File: config.mk
export PLATFORM = sky130hd
export DESIGN_NAME = reflet_boot_sequencer
export DESIGN_NICKNAME = d
export VERILOG_FILES = /design/src/rtl/reflet_boot_pkg.sv /design/src/rtl/reflet_boot_rom_arbiter.sv /design/src/rtl/reflet_boot_sequencer.sv
export SDC_FILE = /design/constraint.sdc
export NUM_CORES = 1
export LEC_CHECK = 0
export CORE_MARGIN = 4
export CORE_UTILIZATION = 35
export CTS_CLUSTER_DIAMETER = 100
export CTS_CLUSTER_SIZE = 14
export DETAILED_ROUTE_END_ITERATION = 10
export GPL_ROUTABILITY_DRIVEN = 0
export GPL_TIMING_DRIVEN = 1
export MAX_ROUTING_LAYER = met4
export PLACE_DENSITY = 0.69
export SLEW_MARGIN = 30
export SYNTH_ARGS = -nofsm -noshare
export SYNTH_HDL_FRONTEND = slang
export SYNTH_SLANG_ARGS = --single-unit
File: constraint.sdc
create_clock -name clk -period 3.6 [get_ports clk]
set_clock_uncertainty 0.2 [all_clocks]
set_input_delay 0.36 -clock clk [delete_from_list [all_inputs] [get_ports clk]]
set_output_delay 0.36 -clock clk [all_outputs]
set_load 0.01 [all_outputs]
File: src/rtl/reflet_boot_pkg.sv
// Shared definitions for the Reflet boot sequencer and the bootloader ROM
// generator, so both agree on where the image lives and how long it is.
package reflet_boot_pkg;

  typedef enum logic [1:0] {
    FETCH   = 2'd0,
    CAPTURE = 2'd1,
    WRITE   = 2'd2,
    DONE    = 2'd3
  } boot_state_t;

  localparam logic [14:0] ROM_BASE_DEFAULT = 15'h7E00;
  localparam int          ROM_SIZE_DEFAULT = 434;

endpackage

File: src/rtl/reflet_boot_rom_arbiter.sv
// Single ROM read port shared between the boot copy engine and the CPU.
// The CPU only gets the port once the copy is DONE, and loses it in the
// cycle a boot_req restarts the copy.
module reflet_boot_rom_arbiter (
  input  logic        clk,
  input  logic        reset,
  input  logic        in_done,
  input  logic        boot_req,
  input  logic [14:0] cpu_addr,
  input  logic        cpu_read,
  input  logic [14:0] copy_addr,
  input  logic        copy_enable,
  input  logic [7:0]  rom_data,
  output logic [14:0] rom_addr,
  output logic        rom_enable,
  output logic [7:0]  cpu_data_out,
  output logic        cpu_wait
);

  logic cpu_grant;
  logic cpu_owned;

  // Port mux: CPU owns the ROM in DONE unless a restart is requested this cycle.
  always_comb begin
    cpu_grant    = in_done & ~boot_req;
    cpu_wait     = ~cpu_grant;
    rom_addr     = cpu_grant ? cpu_addr : copy_addr;
    rom_enable   = cpu_grant ? cpu_read : copy_enable;
    cpu_data_out = cpu_owned ? rom_data : 8'h00;
  end

  // Remember that the ROM output of the next cycle belongs to the CPU.
  always_ff @(posedge clk or posedge reset) begin
    if (reset) cpu_owned <= 1'b0;
    else       cpu_owned <= cpu_grant & cpu_read;
  end

endmodule

File: src/rtl/reflet_boot_sequencer.sv
// Reflet boot sequencer: copies the bootloader ROM into RAM while holding
// the core in reset, then hands the ROM read port to the CPU.
// Optional checksum check against EXPECTED_SUM: REFLET_BOOT_CHECKSUM_EN.
//
// state   | meaning
// FETCH   | ROM enabled at ROM_BASE+index
// CAPTURE | ROM byte latched into ram_data, added to checksum
// WRITE   | ram_write held until ram_ready, then next byte or DONE
// DONE    | CPU released (unless boot_error), CPU owns the ROM
module reflet_boot_sequencer
  import reflet_boot_pkg::*;
#(
  parameter logic [14:0] ROM_BASE     = ROM_BASE_DEFAULT,
  parameter int          ROM_SIZE     = ROM_SIZE_DEFAULT,
  parameter logic [15:0] DEST_BASE    = 16'h0000,
  parameter logic [15:0] EXPECTED_SUM = 16'h0000
) (
  input  logic        clk,
  input  logic        reset,
  input  logic        boot_req,
  input  logic [14:0] cpu_addr,
  input  logic        cpu_read,
  output logic [7:0]  cpu_data_out,
  output logic        cpu_wait,
  output logic [14:0] rom_addr,
  output logic        rom_enable,
  input  logic [7:0]  rom_data,
  output logic [15:0] ram_addr,
  output logic [7:0]  ram_data,
  output logic        ram_write,
  input  logic        ram_ready,
  output logic        cpu_reset_out,
  output logic        done,
  output logic [15:0] checksum,
  output logic        boot_error
);

  localparam logic [8:0] LAST_INDEX = 9'(ROM_SIZE - 1);

  boot_state_t state;
  logic [8:0]  index;
  logic        copy_enable;
  logic [14:0] copy_addr;
  logic        sum_mismatch;

  // Copy-side ROM request; gated by reset so the port is idle while held.
  always_comb begin
    copy_enable = (state == FETCH) & ~reset;
    copy_addr   = copy_enable ? (ROM_BASE + {6'd0, index}) : 15'd0;
  end

`ifdef REFLET_BOOT_CHECKSUM_EN
  assign sum_mismatch = (checksum != EXPECTED_SUM);
`else
  localparam logic [15:0] unused_expected_sum = EXPECTED_SUM;
  assign sum_mismatch = 1'b0;
  assign boot_error   = 1'b0;
`endif

  // Copy FSM with registered RAM-side and status outputs.
  always_ff @(posedge clk or posedge reset) begin
    if (reset) begin
      state         <= FETCH;
      index         <= 9'd0;
      ram_write     <= 1'b0;
      ram_addr      <= 16'h0000;
      ram_data      <= 8'h00;
      checksum      <= 16'h0000;
      done          <= 1'b0;
      cpu_reset_out <= 1'b1;
`ifdef REFLET_BOOT_CHECKSUM_EN
      boot_error    <= 1'b0;
`endif
    end else begin
      case (state)
        FETCH: state <= CAPTURE;
        CAPTURE: begin
          ram_data  <= rom_data;
          checksum  <= checksum + {8'd0, rom_data};
          ram_write <= 1'b1;
          ram_addr  <= DEST_BASE + {7'd0, index};
          state     <= WRITE;
        end
        WRITE: begin
          if (ram_ready) begin
            ram_write <= 1'b0;
            if (index == LAST_INDEX) begin
              state         <= DONE;
              done          <= 1'b1;
              cpu_reset_out <= sum_mismatch;
`ifdef REFLET_BOOT_CHECKSUM_EN
              boot_error    <= sum_mismatch;
`endif
            end else begin
              index <= index + 9'd1;
              state <= FETCH;
            end
          end
        end
        DONE: begin
          if (boot_req) begin
            state         <= FETCH;
            index         <= 9'd0;
            checksum      <= 16'h0000;
            done          <= 1'b0;
            cpu_reset_out <= 1'b1;
`ifdef REFLET_BOOT_CHECKSUM_EN
            boot_error    <= 1'b0;
`endif
          end
        end
        default: state <= FETCH;
      endcase
    end
  end

  reflet_boot_rom_arbiter u_arbiter (
    .clk          (clk),
    .reset        (reset),
    .in_done      (state == DONE),
    .boot_req     (boot_req),
    .cpu_addr     (cpu_addr),
    .cpu_read     (cpu_read),
    .copy_addr    (copy_addr),
    .copy_enable  (copy_enable),
    .rom_data     (rom_data),
    .rom_addr     (rom_addr),
    .rom_enable   (rom_enable),
    .cpu_data_out (cpu_data_out),
    .cpu_wait     (cpu_wait)
  );

endmodule

# ---- After elaboration in Yosys (flattened, before gate mapping)
# Cells that the tools add are included.
dict set report classes {
  n_eq_ne 8
  n_reduce_logical 9
  n_mux 24
  n_addsub 3
  n_bitwise 6
}
# operator n
set ops {}
lappend ops {{$pmux W16 S2} 1}
lappend ops {{$mux W15} 2}
lappend ops {{$mux W9} 3}
lappend ops {{$pmux W9 S2} 1}
lappend ops {{$add A16 B8 Y16} 1}
lappend ops {{$mux W16} 1}
lappend ops {{$add A10 B10 Y11 const A} 1}
lappend ops {{$add A9 B1 Y9 const B} 1}
lappend ops {{$eq A9 B9 Y1 const B} 1}
lappend ops {{$mux W1} 8}
lappend ops {{$mux W8} 1}
lappend ops {{$ne A2 B2 Y1 const B} 4}
lappend ops {{$pmux W2 S4} 1}
lappend ops {{$reduce_and A4 Y1} 2}
lappend ops {{$mux W2} 3}
lappend ops {{$pmux W1 S2} 3}
lappend ops {{$reduce_and A2 Y1} 3}
lappend ops {{$reduce_bool A2 Y1} 3}
lappend ops {{$eq A2 B2 Y1 const B} 2}
lappend ops {{$and A1 B1 Y1} 3}
lappend ops {{$not A1 Y1} 3}
lappend ops {{$eq A2 B1 Y1 const B} 1}
lappend ops {{$logic_not A2 Y1} 1}
dict set report totals {
  regBits 48
  out_inout_bits 69
  in_bits 28
}

# ---- Longest topological paths before layout
# Gate-level depths: netlist (run 1).
dict set report logic_depth {
  depth_word 4
  ltp_mapped 8
  ltp_nobuf 8
}

# ---- Cells and area by module
# Synthesis (run 1) repeated with hierarchy kept, for this count alone.
dict set report unflattened {
  hier_cells 312
  area_unflattened_um2 2896.5
}
# module cells_per_inst area_per_inst_um2 seq_area_each_um2 instances
set modules_own_cells {}
lappend modules_own_cells {reflet_boot_sequencer 281 2555.0 1177.4 1}
lappend modules_own_cells {reflet_boot_rom_arbiter 31 341.6 25.0 1}

# ---- Least setup slack after synthesis (run 1)
# OpenSTA, ideal clock, no wires.
dict set report synth_timing {
  kind {reg2reg}
  from {register checksum[0]}
  to {register checksum[8]}
  arrival_ns 1.676
  t_required_ns 3.271
  period_less_slack_ns 2.005
  path_slack_ns 1.595
  path_stages_with_launch 9
  path_cell_list {dfrtp_1 ha_1 inv_1 fa_1 nor2b_1 o2111ai_1 nand4b_1 nand3_1 mux2i_1}
}
dict set report synth_via {
  elab_chain_cells 2
}
# item line_no
set synth_rtl {}
lappend synth_rtl {{start: declaration} reflet_boot_sequencer.sv:34} ;# output logic [15:0] checksum,
lappend synth_rtl {{start signal: assignment} reflet_boot_sequencer.sv:79} ;# checksum <= checksum + {8'd0, rom_data};
lappend synth_rtl {{$add A16 B8 Y16} reflet_boot_sequencer.sv:79}
lappend synth_rtl {{$pmux W16 S2} reflet_boot_sequencer.sv:75} ;# case (state)
# No other way between the ends.
# A chain may end at the register's enable or synchronous reset.

# ---- Worst setup path after layout (run 1)
dict set report layout_timing {
  from {register state[0]}
  to {output port rom_addr[5]}
}
dict set report layout_via {
  elab_chain_cells 4
}
# item line_no
set layout_rtl {}
lappend layout_rtl {{start: declaration} reflet_boot_sequencer.sv:40} ;# boot_state_t state;
lappend layout_rtl {{start signal: assignment} reflet_boot_sequencer.sv:63} ;# state <= FETCH;
lappend layout_rtl {{start signal: assignment} reflet_boot_sequencer.sv:76} ;# FETCH: state <= CAPTURE;
lappend layout_rtl {{start signal: assignment} reflet_boot_sequencer.sv:82} ;# state <= WRITE;
lappend layout_rtl {{$logic_not A2 Y1} reflet_boot_sequencer.sv:48} ;# copy_enable = (state == FETCH) & ~reset;
lappend layout_rtl {{$and A1 B1 Y1} reflet_boot_sequencer.sv:48}
lappend layout_rtl {{$mux W15} reflet_boot_sequencer.sv:49} ;# copy_addr = copy_enable ? (ROM_BASE + {6'd0, index}) : 15'd0;
lappend layout_rtl {{$mux W15 (*)} reflet_boot_rom_arbiter.sv:27} ;# rom_addr = cpu_grant ? cpu_addr : copy_addr;
lappend layout_rtl {{end: declaration} reflet_boot_sequencer.sv:25} ;# output logic [14:0] rom_addr,
# Every way passes the cells marked *; elsewhere a longest branch is shown, timed or not.

==> key figures, run 1 <==
GRT
  – Global-route wire length before repair: between 10000 and 15000 um
  – Initial antenna violation count: 0
  – Largest net degree at the start of global routing: 49
  – Total track usage: 0.166
  – Vias in the first global route: between 2000 and 2500
  – Gr ovfl total: 0

Floorplan
  – Die ar.: slightly above 9000 um2
  – DIE WIDTH: roughly 96 um
  – Die Ht: between 90 and 100 um
  – Core area: approximately 7400 um2
  – Cell Rows: 31
  – # IOs: between 90 and 100
  – Starting density of the core: 0.367

Clocking
  – CTS clk-pin slew, worst paths: about 90 ps
  – Depth of the CTS H-tree: 2
  – Postcts setup bufs: 0
  – TritonCTS clock tree: built
  – Clock Latency Late Sink: approximately 300 ps
  – CTS buffer count: 5
  – Root Buffer: clkbuf_8
  – CTS-repair resized insts: 0
  – Clock sinks: 48
  – CTS Hold Bufs: 0
  – Clock tree buffer depth: 2

Yosys
  – Mux share of post-synthesis cell area: 0.0333
  – Main synth FF type: dfrtp_1
  – Xor-xnor portion of the synthesized cell area: 0.0389
  – Sequential area share after synthesis: 0.445
  – Post-Synth Simple-Gate Area: 0.257
  – Largest family of logic cells by synthesized area: simple AND/OR/NAND/NOR gates
  – Avg Cell Area, Syn: 9.04 um2
  – YS warnings: 0
  – Share of synthesized flip-flops with an asynchronous set or reset: 1.00
  – Cell Area, Synth: 2700 um2
  – Post-Syn Instances: 299
  – Adder-cell share of the synthesized area: 0.0537
  – Number of flops mapped to enable cells by yosys: 0
  – Synth Area in Compound Gates: 0.118
  – Yosys cell types: slightly above 40
  – Yosys reg bits: between 40 and 50

STA
  – Final worst path period need: approximately 3000 ps
  – Max-slew headroom: 0.433
  – Setup_tns: 0 ps
  – Slew Limit Fails: 0
  – Period utilization: 0.834
  – Slew @ Worst Pin: ~850 ps
  – Final hold violations: 0
  – Maximum clock rate: ~330 MHz
  – RSZ-0062 raised after global routing: no
  – Final setup vio count: 0

Routing
  – Post-route ant nets: 0
  – Via count: 2364
  – Detailed-route wire length per cell: around 14 um
  – Vias/cell: slightly below 5
  – 1st-pass router iterations: 4
  – Initial drt markers: between 100 and 150
  – Post-Route WL: 7010 um
  – DRC: 0

Critical path
  – Critical Path RT: between 3000 and 4000 ps
  – R2R depth: 8
  – Signal arrival time at the worst endpoint: between 2000 and 2500 ps
  – Crit. End Element: primary output
  – Worst reg-to-reg setup slack: about 1400 ps
  – Startpoint types: flop
  – Crit Path Max Fanout: 17
  – Worst Setup Path Type: reg2out

Final layout
  – Storage element area: around 1200 um2
  – # diodes: 0
  – Non-filler instance count after layout: a little under 500
  – Multi-input gate area: about 1400 um2
  – Layout area overhead: 38.0%
  – Filler Cell Count: 726
  – Final #Nets: 425
  – Layout cells sized above 1: 0.0544

Power and ir drop
  – Pwr/cell area: 672 nW/um2
  – Leakage power: ~1.8 nW
  – Peak VDD IR: slightly above 300 uV

Placed design
  – Dpl cells: around 480
  – Post-DP HPWL: 5170 um
  – I/O Buffers: around 90

Hold path
  – Worst hold path depth: 2
  – Hold Path Class: reg2reg

Flow run
  – Maxcap violations: 0

Outcome
  – Status: completed
-- layer usage --
metal	track usage	part of all wire	wire length [um]
met5	-	0	0
met3	0.0227	0.039	273
met1	0.229	0.48	3390
met4	0.0462	0.012	81
met2	0.257	0.47	3270
-- layout by cell type, fill, tap and decap left out, types with 2 or more instances in the layout --
master           instances
nand3_2                  2
a21oi_1                 10
nor2b_1                  2
nand2_1                 73
ha_1                    10
o21ai_0                 18
a22o_1                   9
inv_1                    7
mux2i_1                  9
clkdlybuf4s50_1         88
xor2_1                   6
and3_1                   2
dfrtp_1                 47
nand3_1                 23
and3_4                   2
nand4b_1                 3
a21o_1                   8
clkbuf_8                 5
nand2b_1                 3
buf_4                    4
conb_1                   8
and2_1                   9
nor2_1                  12
nor3_1                   2
xnor2_1                  6
-- critical path, cell delays in order (launching register included) --
cell and delay, ps:
dfrtp_1 630, nand2_1 90, nor2_1 460, buf_4 270, a22o_1 150, clkdlybuf4s50_1 550
-- worst paths after layout --
kind                             start     endpoint
min reg2reg                ram_addr[8]  ram_addr[8]
max reg2reg                checksum[0]  checksum[8]
min                        ram_addr[8]  ram_addr[8]
min in group asynchronous        reset     state[1]
max                           state[0]  rom_addr[5]
max in group asynchronous        reset  checksum[4]
-- flip-flops by register name, indices dropped and copies added, names as in the netlist --
register,flops
index,9
state,2
checksum,16
ram_addr,9
done,1
cpu_reset_out,1
u_arbiter.cpu_owned,1
ram_data,8
ram_write,1
-- cell usage after synthesis, types with 3 or more instances --
| cell | n | area (um2) |
|---|---|---|
| a22o_1 | 9 | 78.8 |
| xnor2_1 | 6 | 52.6 |
| mux2i_1 | 9 | 90.1 |
| inv_1 | 8 | 30.0 |
| a21o_1 | 8 | 60.1 |
| nand2_1 | 73 | 274 |
| clkbuf_1 | 6 | 22.5 |
| ha_1 | 10 | 125 |
| and2_1 | 9 | 56.3 |
| nand3_1 | 23 | 115 |
| nor2_1 | 12 | 45.0 |
| buf_4 | 8 | 60.1 |
| o21ai_0 | 18 | 90.1 |
| buf_2 | 4 | 20.0 |
| dfrtp_1 | 47 | 1180 |
| a21oi_1 | 10 | 50.1 |
| nand4b_1 | 3 | 26.3 |
| nand2b_1 | 3 | 18.8 |
| xor2_1 | 6 | 52.6 |
-- metrics by stage --
stage	utilization	hold WS [ps]	power (mW)	cell area (um2)	setup WS, ps
finish	0.506	277	2.51	3730	599
global route	0.506	315	2.72	3730	444
CTS	0.506	285	2.53	3730	588
detailed placement	0.496	265	2.22	3650	699
global placement	0.495	257	2.19	3650	786
floorplan	-	265	1.63	2730	1600
-- cell families (layout without fill, tap and decap cells) --
kind of cell / count (synthesis) / in the layout
buf+inv: 27 / 107
flops: 48 / 48
compound gates: 50 / 50
xor+xnor: 12 / 12
fa+ha+maj: 11 / 11
simple gates: 141 / 141
mux: 9 / 9
other cells: 1 / 8
-- power breakdown --
group	switching [mW]	internal, mW	total [mW]
combinational	0.669	0.646	1.32
clock	0.175	0.133	0.308
sequential	0.172	0.711	0.883
-- area by class of cell --
class	count	area share
inverter	8	0.00872
tap	99	0.0332
sequential	48	0.322
multi-input combinational	231	0.371
clock buffer	6	0.0195
timing repair buffer	92	0.244
clock inverter	1	0.00134
Power figures use the tool's default switching activity.
==> run 2, diff against run 1 <==
==> constraint.sdc (replaced) <==
create_clock -name clk -period 2.8 [get_ports clk]
set_clock_uncertainty 0.2 [all_clocks]
set_input_delay 0.28 -clock clk [delete_from_list [all_inputs] [get_ports clk]]
set_output_delay 0.28 -clock clk [all_outputs]
set_load 0.01 [all_outputs]
==> key figures, run 2 (synthesis gave the netlist of run 1 again) <==
Clocking
  – CTS buffer count: 5
  – CTS clk-pin slew, worst paths: around 90 ps
  – Depth of the CTS H-tree: 2
  – Clock tree buffer depth: 2
  – Clock Latency Late Sink: between 200 and 300 ps
  – Root Buffer: clkbuf_8
  – Clock sinks: 48
  – TritonCTS clock tree: built
  – CTS Hold Bufs: 0
  – Postcts setup bufs: 0
  – CTS-repair resized insts: 0

STA
  – Slew @ Worst Pin: approximately 660 ps
  – Slew Limit Fails: 0
  – RSZ-0062 raised after global routing: no
  – Max-slew headroom: 0.558
  – Period utilization: 0.897
  – Maximum clock rate: about 400 MHz
  – Setup_tns: 0 ps
  – Final setup vio count: 0
  – Final worst path period need: about 2500 ps
  – Final hold violations: 0

Routing
  – Vias/cell: between 4 and 5
  – Post-route ant nets: 0
  – Via count: roughly 2400
  – 1st-pass router iterations: 5
  – Detailed-route wire length per cell: 14.5 um
  – Initial drt markers: 89
  – Post-Route WL: between 7000 and 8000 um
  – DRC: 0

Floorplan
  – Cell Rows: 31
  – Die ar.: roughly 9000 um2
  – DIE WIDTH: 95.9 um
  – # IOs: between 90 and 100
  – Starting density of the core: 0.367
  – Die Ht: around 96 um
  – Core area: roughly 7400 um2

GRT
  – Gr ovfl total: 0
  – Total track usage: 0.166
  – Initial antenna violation count: 0
  – Global-route wire length before repair: about 12000 um
  – Vias in the first global route: 2334
  – Largest net degree at the start of global routing: 35

Final layout
  – Register with the most flip-flops: checksum
  – Fin util: 0.517
  – Non-filler instance count after layout: a little under 500
  – Commonest non-fill, non-tap cell in the layout: clkdlybuf4s50_1
  – Final #Nets: 430
  – Layout area overhead: 40.9%
  – Largest regs: checksum: 16 flops, index: 9 flops, ram_addr: 9 flops
  – Max reg flops: 16
  – Layout cells sized above 1: 0.0714
  – Most frequent cells in the layout: clkdlybuf4s50_1, nand2_1, dfrtp_1
  – # diodes: 0

Critical path
  – Signal arrival time at the worst endpoint: between 2000 and 2500 ps
  – Setup crit start: state[0]
  – Crit Path Max Fanout: 16
  – Critical Path RT: ~2300 ps
  – R2R depth: 8
  – Crit. End Element: primary output
  – Critical R2R Launch: checksum[0]
  – Worst Setup Path Type: reg2out
  – Startpoint types: flop

Flow run
  – Maxcap violations: 0

Placed design
  – Post-DP HPWL: ~5400 um
  – Dpl cells: 483
  – I/O Buffers: 88

Power and ir drop
  – Peak VDD IR: 417 uV
  – Leakage power: around 1.8 nW
  – Pwr/cell area: 886 nW/um2

Hold path
  – Hold Path Class: in2async

Outcome
  – Status: completed
==> run 2: final cells by class <==
class                           instances  area [um2]
Fill cell                             696        3560
Multi-Input combinational cell        231        1380
Sequential cell                        48        1200
Timing Repair Buffer                   97         948
Tap cell                               99         124
Clock buffer                            6        82.6
Clock inverter                          2        38.8
Inverter                                8        30.0
==> run 2: power breakdown <==
group	leakage, nW	switching, mW	internal [mW]
clock	0.0614	0.229	0.292
combinational	1.11	0.875	0.853
sequential	0.623	0.210	0.915
total	1.80	1.31	2.06
==> run 2: layer usage <==
metal,global-route usage,up-vias,part of all wire
met2,0.261,78,0.48
met4,0.0332,0,0.0069
met1,0.224,1118,0.46
met5,-,-,0
met3,0.0305,11,0.050
li1,-,1186,-
==> run 2: worst paths after layout <==
check	endpoint	slack, ps
worst min-delay path	state[0]	160
worst max register to register	checksum[12]	670
worst max-delay path	rom_addr[8]	290
worst min register to register	ram_data[0]	280
max in group asynchronous	checksum[0]	1640
min in group clk	ram_data[0]	280
==> run 2: through the flow <==
step	setup slack, ps	total power [mW]	hold slack [ps]	area, um2
floorplan	795	2.09	185	2730
global placement	293	2.84	259	3690
detailed placement	271	2.88	261	3690
CTS	290	3.41	170	3810
global route	168	3.66	184	3810
finish	290	3.37	156	3810
==> run 2: critical path, stage by stage, from the launching register on <==
cell and delay [ps]:
dfrtp_1 420, buf_4 190, nor3_1 180, buf_4 230
a22o_1 170, clkdlybuf4s50_1 540
